--- src/rtl/axi_write_burst.sv ---
// Stream-to-AXI4 burst writer: collects WR_LEN stream beats into a local buffer,
// then writes them as one INCR burst and pulses o_wr_done on the B response.
module axi_write_burst #(
  parameter int              WR_FLIP_BYTE  = 0,
  parameter int              WR_ADDR_WIDTH = 32,
  parameter int              WR_DATA_WIDTH = 64,
  parameter int              WR_LEN        = 16,
  parameter longint unsigned WR_BASE_ADDR  = 0,
  parameter longint unsigned WR_ADDR_STEP  = 4096,
  parameter longint unsigned WR_ADDR_RANGE = 'h10000
) (
  input  logic                         S_WR_aclk,
  input  logic                         S_WR_areset,
  input  logic [WR_DATA_WIDTH-1:0]     S_WR_tdata,
  input  logic                         S_WR_tvalid,
  output logic                         S_WR_tready,
  input  logic                         S_WR_tlast,
  output logic                         o_wr_done,
  output logic                         o_wr_err,
  output logic                         m_axi_awid,
  output logic [WR_ADDR_WIDTH-1:0]     m_axi_awaddr,
  output logic [7:0]                   m_axi_awlen,
  output logic [2:0]                   m_axi_awsize,
  output logic [1:0]                   m_axi_awburst,
  output logic                         m_axi_awlock,
  output logic [3:0]                   m_axi_awcache,
  output logic [2:0]                   m_axi_awprot,
  output logic [3:0]                   m_axi_awqos,
  output logic                         m_axi_awvalid,
  input  logic                         m_axi_awready,
  output logic [WR_DATA_WIDTH-1:0]     m_axi_wdata,
  output logic [WR_DATA_WIDTH/8-1:0]   m_axi_wstrb,
  output logic                         m_axi_wlast,
  output logic                         m_axi_wvalid,
  input  logic                         m_axi_wready,
  input  logic                         m_axi_bid,
  input  logic [1:0]                   m_axi_bresp,
  input  logic                         m_axi_bvalid,
  output logic                         m_axi_bready
);
  localparam int DW  = WR_DATA_WIDTH;
  localparam int NB  = DW / 8;
  localparam int AIW = (WR_LEN > 1) ? $clog2(WR_LEN) : 1;
  localparam logic [8:0] LEN9  = 9'(WR_LEN);
  localparam logic [8:0] LAST9 = 9'(WR_LEN - 1);
  localparam logic [WR_ADDR_WIDTH-1:0] BASE_A = WR_ADDR_WIDTH'(WR_BASE_ADDR);
  localparam logic [WR_ADDR_WIDTH-1:0] STEP_A = WR_ADDR_WIDTH'(WR_ADDR_STEP);
  localparam logic [WR_ADDR_WIDTH-1:0] LAST_A =
    WR_ADDR_WIDTH'(WR_BASE_ADDR + WR_ADDR_RANGE - WR_ADDR_STEP);

  typedef enum logic [2:0] {FILL, WR_ADDR, WR_DATA, WR_RESP, DONE} state_t;

  state_t                     state_q, state_d;
  logic [8:0]                 cnt_q, cnt_d, nbeats_q, nbeats_d, beat_q, beat_d;
  logic [WR_ADDR_WIDTH-1:0]   addr_q, addr_d;
  logic tready_q, tready_d, awvalid_q, awvalid_d, wvalid_q, wvalid_d;
  logic wlast_q, wlast_d, pad_q, pad_d, bready_q, bready_d;
  logic done_q, done_d, err_q, err_d;

  logic [DW-1:0]  flipped, beat_in, rdata_q;
  logic [DW-1:0]  mem [WR_LEN];
  logic           mem_we, mem_re;
  logic [AIW-1:0] mem_waddr, mem_raddr;
  logic [8:0]     nxt_beat, cnt_inc;
  logic           s_hs, aw_hs, w_hs, b_hs, unused_bid;

  genvar gi;
  generate
    for (gi = 0; gi < NB; gi++) begin : g_flip
      assign flipped[gi*8 +: 8] = S_WR_tdata[DW-8-gi*8 +: 8];
    end
  endgenerate
  assign beat_in = (WR_FLIP_BYTE != 0) ? flipped : S_WR_tdata;

  assign s_hs      = S_WR_tvalid & tready_q;
  assign aw_hs     = awvalid_q & m_axi_awready;
  assign w_hs      = wvalid_q & m_axi_wready;
  assign b_hs      = bready_q & m_axi_bvalid;
  assign cnt_inc   = cnt_q + 9'd1;
  assign nxt_beat  = beat_q + 9'd1;
  assign mem_waddr = cnt_q[AIW-1:0];
  assign mem_raddr = aw_hs ? '0 : nxt_beat[AIW-1:0];

  // Registered-read buffer; the read port only advances on a W handshake so
  // wdata holds through wready stalls.
  always_ff @(posedge S_WR_aclk) begin
    if (mem_we) mem[mem_waddr] <= beat_in;
    if (mem_re) rdata_q <= mem[mem_raddr];
  end

  always_comb begin
    state_d  = state_q;
    cnt_d    = cnt_q;
    nbeats_d = nbeats_q;
    beat_d   = beat_q;
    addr_d   = addr_q;
    wlast_d  = wlast_q;
    pad_d    = pad_q;
    err_d    = err_q;
    mem_we   = 1'b0;
    mem_re   = 1'b0;
    case (state_q)
      FILL: begin
        if (s_hs) begin
          mem_we = 1'b1;
          cnt_d  = cnt_inc;
          if (cnt_inc == LEN9 || S_WR_tlast) begin
            nbeats_d = cnt_inc;
            state_d  = WR_ADDR;
          end
        end
      end
      WR_ADDR: begin
        if (aw_hs) begin
          state_d = WR_DATA;
          mem_re  = 1'b1;
          beat_d  = 9'd0;
          pad_d   = 1'b0;
          wlast_d = (LAST9 == 9'd0);
        end
      end
      WR_DATA: begin
        if (w_hs) begin
          if (wlast_q) begin
            state_d = WR_RESP;
            wlast_d = 1'b0;
          end else begin
            mem_re  = 1'b1;
            beat_d  = nxt_beat;
            pad_d   = (nxt_beat >= nbeats_q);
            wlast_d = (nxt_beat == LAST9);
          end
        end
      end
      WR_RESP: begin
        if (b_hs) begin
          if (m_axi_bresp != 2'b00) err_d = 1'b1;
          state_d = DONE;
        end
      end
      DONE: begin
        cnt_d   = 9'd0;
        addr_d  = (addr_q >= LAST_A) ? BASE_A : addr_q + STEP_A;
        state_d = FILL;
      end
      default: state_d = FILL;
    endcase
    // Handshake outputs are registered copies of the next state
    tready_d  = (state_d == FILL);
    awvalid_d = (state_d == WR_ADDR);
    wvalid_d  = (state_d == WR_DATA);
    bready_d  = (state_d == WR_RESP);
    done_d    = (state_d == DONE);
  end

  always_ff @(posedge S_WR_aclk or posedge S_WR_areset) begin
    if (S_WR_areset) begin
      state_q   <= FILL;
      cnt_q     <= 9'd0;
      nbeats_q  <= 9'd0;
      beat_q    <= 9'd0;
      addr_q    <= BASE_A;
      tready_q  <= 1'b0;
      awvalid_q <= 1'b0;
      wvalid_q  <= 1'b0;
      wlast_q   <= 1'b0;
      pad_q     <= 1'b0;
      bready_q  <= 1'b0;
      done_q    <= 1'b0;
      err_q     <= 1'b0;
    end else begin
      state_q   <= state_d;
      cnt_q     <= cnt_d;
      nbeats_q  <= nbeats_d;
      beat_q    <= beat_d;
      addr_q    <= addr_d;
      tready_q  <= tready_d;
      awvalid_q <= awvalid_d;
      wvalid_q  <= wvalid_d;
      wlast_q   <= wlast_d;
      pad_q     <= pad_d;
      bready_q  <= bready_d;
      done_q    <= done_d;
      err_q     <= err_d;
    end
  end

  assign unused_bid    = m_axi_bid;
  assign S_WR_tready   = tready_q;
  assign o_wr_done     = done_q;
  assign o_wr_err      = err_q;
  assign m_axi_awid    = 1'b0;
  assign m_axi_awaddr  = addr_q;
  assign m_axi_awlen   = 8'(WR_LEN - 1);
  assign m_axi_awsize  = 3'($clog2(NB));
  assign m_axi_awburst = 2'b01;
  assign m_axi_awlock  = 1'b0;
  assign m_axi_awcache = 4'd3;
  assign m_axi_awprot  = 3'd0;
  assign m_axi_awqos   = 4'd0;
  assign m_axi_awvalid = awvalid_q;
  assign m_axi_wdata   = pad_q ? '0 : rdata_q;
  assign m_axi_wstrb   = pad_q ? '0 : {NB{1'b1}};
  assign m_axi_wlast   = wlast_q;
  assign m_axi_wvalid  = wvalid_q;
  assign m_axi_bready  = bready_q;
endmodule

--- config.mk ---
export PLATFORM = sky130hd
export DESIGN_NAME = axi_write_burst
export DESIGN_NICKNAME = d
export VERILOG_FILES = /design/src/rtl/axi_write_burst.sv
export SDC_FILE = /design/constraint.sdc
export NUM_CORES = 1
export LEC_CHECK = 0
export CORE_ASPECT_RATIO = 2
export CORE_MARGIN = 5
export CORE_UTILIZATION = 54
export DETAILED_ROUTE_END_ITERATION = 10
export HOLD_SLACK_MARGIN = 0.15
export PLACE_DENSITY = 0.87
export SYNTH_ARGS = -nofsm -noshare
export SYNTH_HDL_FRONTEND = slang
export SYNTH_SLANG_ARGS = --single-unit
--- constraint.sdc ---
create_clock -name S_WR_aclk -period 9.24 [get_ports S_WR_aclk]
set_clock_uncertainty 0.15 [all_clocks]
set_input_delay 1.386 -clock S_WR_aclk [delete_from_list [all_inputs] [get_ports S_WR_aclk]]
set_output_delay 1.386 -clock S_WR_aclk [all_outputs]
set_load 0.02 [all_outputs]
==> metrics.txt <==
# TYPE chip_impl_metric gauge
chip_impl_metric{name="finish.net_count",unit=""} 3131
chip_impl_info{name="timing.setup.critical_path_class",value="input port to flip-flop"} 1
chip_impl_metric{name="cts_hold_buf",unit=""} 0
chip_impl_metric{name="ctsResizeCount",unit=""} 0
chip_impl_metric{name="syn-instance-count",unit=""} 2949
chip_impl_metric{name="fp-row-count",unit=""} 150
chip_impl_metric{name="synth_compound_gate_area_share",unit=""} 0.08872
chip_impl_metric{name="via_count",unit=""} 26900
chip_impl_metric{name="hold_viol_final",unit=""} 0
chip_impl_info{name="yosys.cell_count.top_type",value="edfxtp_1"} 1
chip_impl_metric{name="cts_buffers",unit=""} 88
chip_impl_metric{name="drv_slew",unit=""} 0
chip_impl_info{name="synthTopCellsByCount",value="edfxtp_1 (1,088), nand2_1 (286), a31oi_1 (133), nor2b_1 (133), mux2i_1 (131)"} 1
chip_impl_metric{name="grt_antenna_before_repair",unit=""} 13
chip_impl_metric{name="power.density",unit="mW/mm^2"} 294.5
chip_impl_metric{name="clk_path_buf_depth",unit=""} 3
chip_impl_metric{name="cts.clk_slew.worst_paths",unit="ps"} 70
chip_impl_metric{name="required",unit="ps"} 9590
chip_impl_info{name="timing.critical_path.slowest_stage_cell",value="buf_4"} 1
chip_impl_metric{name="synthArstFlopShare",unit=""} 0.05061
chip_impl_metric{name="vias_per_cell",unit=""} 6.427
chip_impl_metric{name="wire_length_of_the_first_global_routing_pass",unit="um"} 163100
chip_impl_metric{name="areaGrowthSynthToFinish",unit="%"} 11.64
chip_impl_info{name="largest_family_of_logic_cells_by_synthesized_area",value="compound AO/OA/AOI/OAI gates"} 1
chip_impl_metric{name="synth_simple_gate_area_frac",unit=""} 0.07888
chip_impl_metric{name="drive_gt1_frac",unit=""} 0.08548
chip_impl_info{name="end_kind",value="flip-flop"} 1
chip_impl_metric{name="worst_pin_slew",unit="ps"} 1185
chip_impl_metric{name="yosys_register_bits",unit=""} 1146
chip_impl_info{name="clock_tree.root_cell",value="clkbuf_16"} 1
chip_impl_metric{name="yosys_warnings",unit=""} 0
chip_impl_metric{name="stdcell_area",unit="mm^2"} 0.05081
chip_impl_metric{name="xor_xnor_fraction_of_synth_area",unit=""} 0.002502
chip_impl_metric{name="cap_violations",unit=""} 0
chip_impl_info{name="cp_common_cell",value="buf_4"} 1
chip_impl_metric{name="share_of_synthesized_cell_area_in_full_adder_half_adder_and_majority_cells",unit=""} 0.004399
chip_impl_info{name="critical_path.startpoint_type",value="input port"} 1
chip_impl_metric{name="setup_violations",unit=""} 0
chip_impl_info{name="yosys-top-cells-area",value="edfxtp_1 (72%), dfrtp_1 (3.2%), mux2i_1 (2.9%), nand2_1 (2.4%), a31oi_1 (1.8%)"} 1
chip_impl_metric{name="finalWirelength",unit="um"} 109300
chip_impl_metric{name="drt_pass1_iterations",unit=""} 6
chip_impl_metric{name="drtAntennaViolNets",unit=""} 0
chip_impl_metric{name="netlist.area_leader.share",unit=""} 0.7179
chip_impl_metric{name="placement.cell_area",unit="mm^2"} 0.04790
chip_impl_metric{name="yosys.cell_types.count",unit=""} 59
chip_impl_metric{name="muxShareOfSynthArea",unit=""} 0.04589
chip_impl_info{name="synth_largest_area_cell",value="edfxtp_1"} 1
chip_impl_metric{name="clock_insertion_delay_worst_skew",unit="ps"} 670
chip_impl_info{name="timing.critical_path.cells",value="clkdlybuf4s50_1 -> a21oi_4 -> buf_4 -> nand2_4 -> buf_4 -> nor2_1 -> or3_1 -> a31oi_1"} 1
chip_impl_metric{name="synthesis.area",unit="mm^2"} 0.04551
chip_impl_info{name="status",value="complete, no violations"} 1
chip_impl_metric{name="starting_density_of_the_core",unit=""} 0.5437
chip_impl_metric{name="htree_levels",unit=""} 3
chip_impl_metric{name="slowest_delay",unit="ps"} 850
chip_impl_info{name="unrepaired_setup_endpoints_after_global_routing",value="false"} 1
chip_impl_metric{name="maxSlewHeadroom",unit=""} 0.2101
chip_impl_metric{name="grt_overflow",unit=""} 0
chip_impl_metric{name="leakage_power_summed_over_all_cells",unit="uW"} 0.01660
chip_impl_metric{name="seq_area_frac_synth",unit=""} 0.7498
chip_impl_metric{name="design_power_total",unit="uW"} 14960
chip_impl_metric{name="drtIter0Drc",unit=""} 3347
chip_impl_metric{name="drc",unit=""} 0
chip_impl_metric{name="post-route-min-period",unit="ps"} 4562
chip_impl_metric{name="grt_pass1_vias",unit=""} 27350
chip_impl_metric{name="vdd.ir_drop.worst",unit="mV"} 0.3812
chip_impl_metric{name="fmaxAchievable",unit="MHz"} 219.2
chip_impl_metric{name="timing.final.crit_share",unit=""} 0.4937
chip_impl_metric{name="clock_sink_count",unit=""} 1146
chip_impl_metric{name="dieWidth",unit="um"} 215.3
chip_impl_info{name="synth_top_flop_cell",value="edfxtp_1"} 1
chip_impl_metric{name="synth_enable_flop_cells",unit=""} 1088
chip_impl_metric{name="dpl.cell_count",unit=""} 4015
chip_impl_metric{name="postCtsSetupBuffers",unit=""} 0
chip_impl_metric{name="placement.io_buffers",unit=""} 171
chip_impl_metric{name="die-height",unit="um"} 420.6
chip_impl_metric{name="finish.cell_count_without_fillers",unit=""} 4186
chip_impl_metric{name="fp.coreArea",unit="mm^2"} 0.08371
chip_impl_metric{name="die_area",unit="mm^2"} 0.09054
chip_impl_info{name="tritoncts_clock_tree",value="built"} 1
chip_impl_metric{name="wl_per_cell",unit="um"} 26.11
chip_impl_metric{name="crit_arrival",unit="ps"} 4910
chip_impl_metric{name="syn_avg_cell_area",unit="um^2"} 15.43
chip_impl_metric{name="io-pin-count",unit=""} 211
chip_impl_info{name="hp-class",value="flip-flop to flip-flop"} 1
chip_impl_metric{name="gp_congestion",unit=""} 0.7810
chip_impl_metric{name="fin_worst_hold_slack",unit="ps"} 341.0
chip_impl_metric{name="grt_max_degree",unit=""} 186
chip_impl_metric{name="global_route.usage.total",unit=""} 0.2347
chip_impl_metric{name="detailedPlacementHpwl",unit="um"} 53750
chip_impl_metric{name="critical_path.max_fanout",unit=""} 67
per-stage QoR:
stage / utilization / TNS [ps] / setup WS, ps
6_report: 0.6070 / 0 / 4678
5_1_grt: 0.6069 / 0 / 4535
4_1_cts: 0.6067 / 0 / 4666
3_5_place_dp: 0.5723 / 0 / 3938
3_3_place_gp: 0.5723 / 0 / 4008
2_1_floorplan: - / -4225 / -22.00
metal layers:
layer / GRT usage / share of wire / up-vias
met5: 0 / 0.00035 / -
met1: 0.2782 / 0.34 / 13360
li1: - / - / 11550
met3: 0.03582 / 0.090 / 332
met4: 0.1242 / 0.054 / 6
met2: 0.4144 / 0.52 / 1655
state kept, by name (all words and copies together) (netlist names):
signal,cells
m_axi_awvalid,1
m_axi_awaddr,20
pad_q,1
S_WR_tready,1
o_wr_done,1
m_axi_wvalid,1
cnt_q,9
m_axi_wlast,1
o_wr_err,1
beat_q,9
rdata_q,64
mem,1024
m_axi_bready,1
state_q,3
nbeats_q,9
logic make-up (layout without fill, tap and decap cells):
kind of cell             after synthesis  count (layout)
other                                  2              48
adder cells (fa/ha/maj)               16              16
AND/OR/NAND/NOR                      731             731
AO/OA/AOI/OAI                        580             580
multiplexers                         199             199
XOR/XNOR                              13              13
flip-flops                          1146            1146
buffers and inverters                262             389
power breakdown:
| part | internal, uW | switching, uW | leakage (uW) |
|---|---|---|---|
| Clock | 2070 | 1780 | 0.00139 |
| Sequential | 6020 | 195 | 0.0106 |
| Combinational | 1760 | 3140 | 0.00464 |
path summary, 6_finish.rpt:
path | startpoint | to | slack, ps | cells past startpoint
max | m_axi_awready | rdata_q[16]$_DFFE_PP_ | 4680 | 8
min | o_wr_err$_DFFE_PP0P_ | o_wr_err$_DFFE_PP0P_ | 340 | 1
max reg2reg | beat_q[0]$_DFFE_PP0P_ | rdata_q[18]$_DFFE_PP_ | 4860 | 7
min reg2reg | o_wr_err$_DFFE_PP0P_ | o_wr_err$_DFFE_PP0P_ | 340 | 1
max in group asynchronous | S_WR_areset | beat_q[0]$_DFFE_PP0P_ | 7250 | 3
min in group asynchronous | S_WR_areset | o_wr_err$_DFFE_PP0P_ | 1110 | 3
placed cells by master, fill, tap and decap left out, types with 74 or more instances in the layout:
cell,n
edfxtp_1,1088
nand2_1,285
clkdlybuf4s50_1,171
a31oi_1,133
nor2b_1,132
mux2i_1,131
nor2_1,96
clkbuf_16,90
nand3_1,79
a21oi_1,74
area by class of cell:
cell class / instances / area, um^2
diodes: 10 / 25.02
clock buffers: 109 / 2333
clock inverters: 52 / 545.5
fillers: 5657 / 32900
inverters: 20 / 76.32
multi-input cells: 1577 / 10310
flip-flops and latches: 1146 / 34130
well taps: 1064 / 1331
repair buffers: 208 / 2052
worst max-delay path, delay by kind of cell:
kind,cells,cell delay [ps]
buf+inv,3,1870
simple gates,3,1230
compound gates,2,290
No activity file was read; power rests on OpenSTA's default activity.
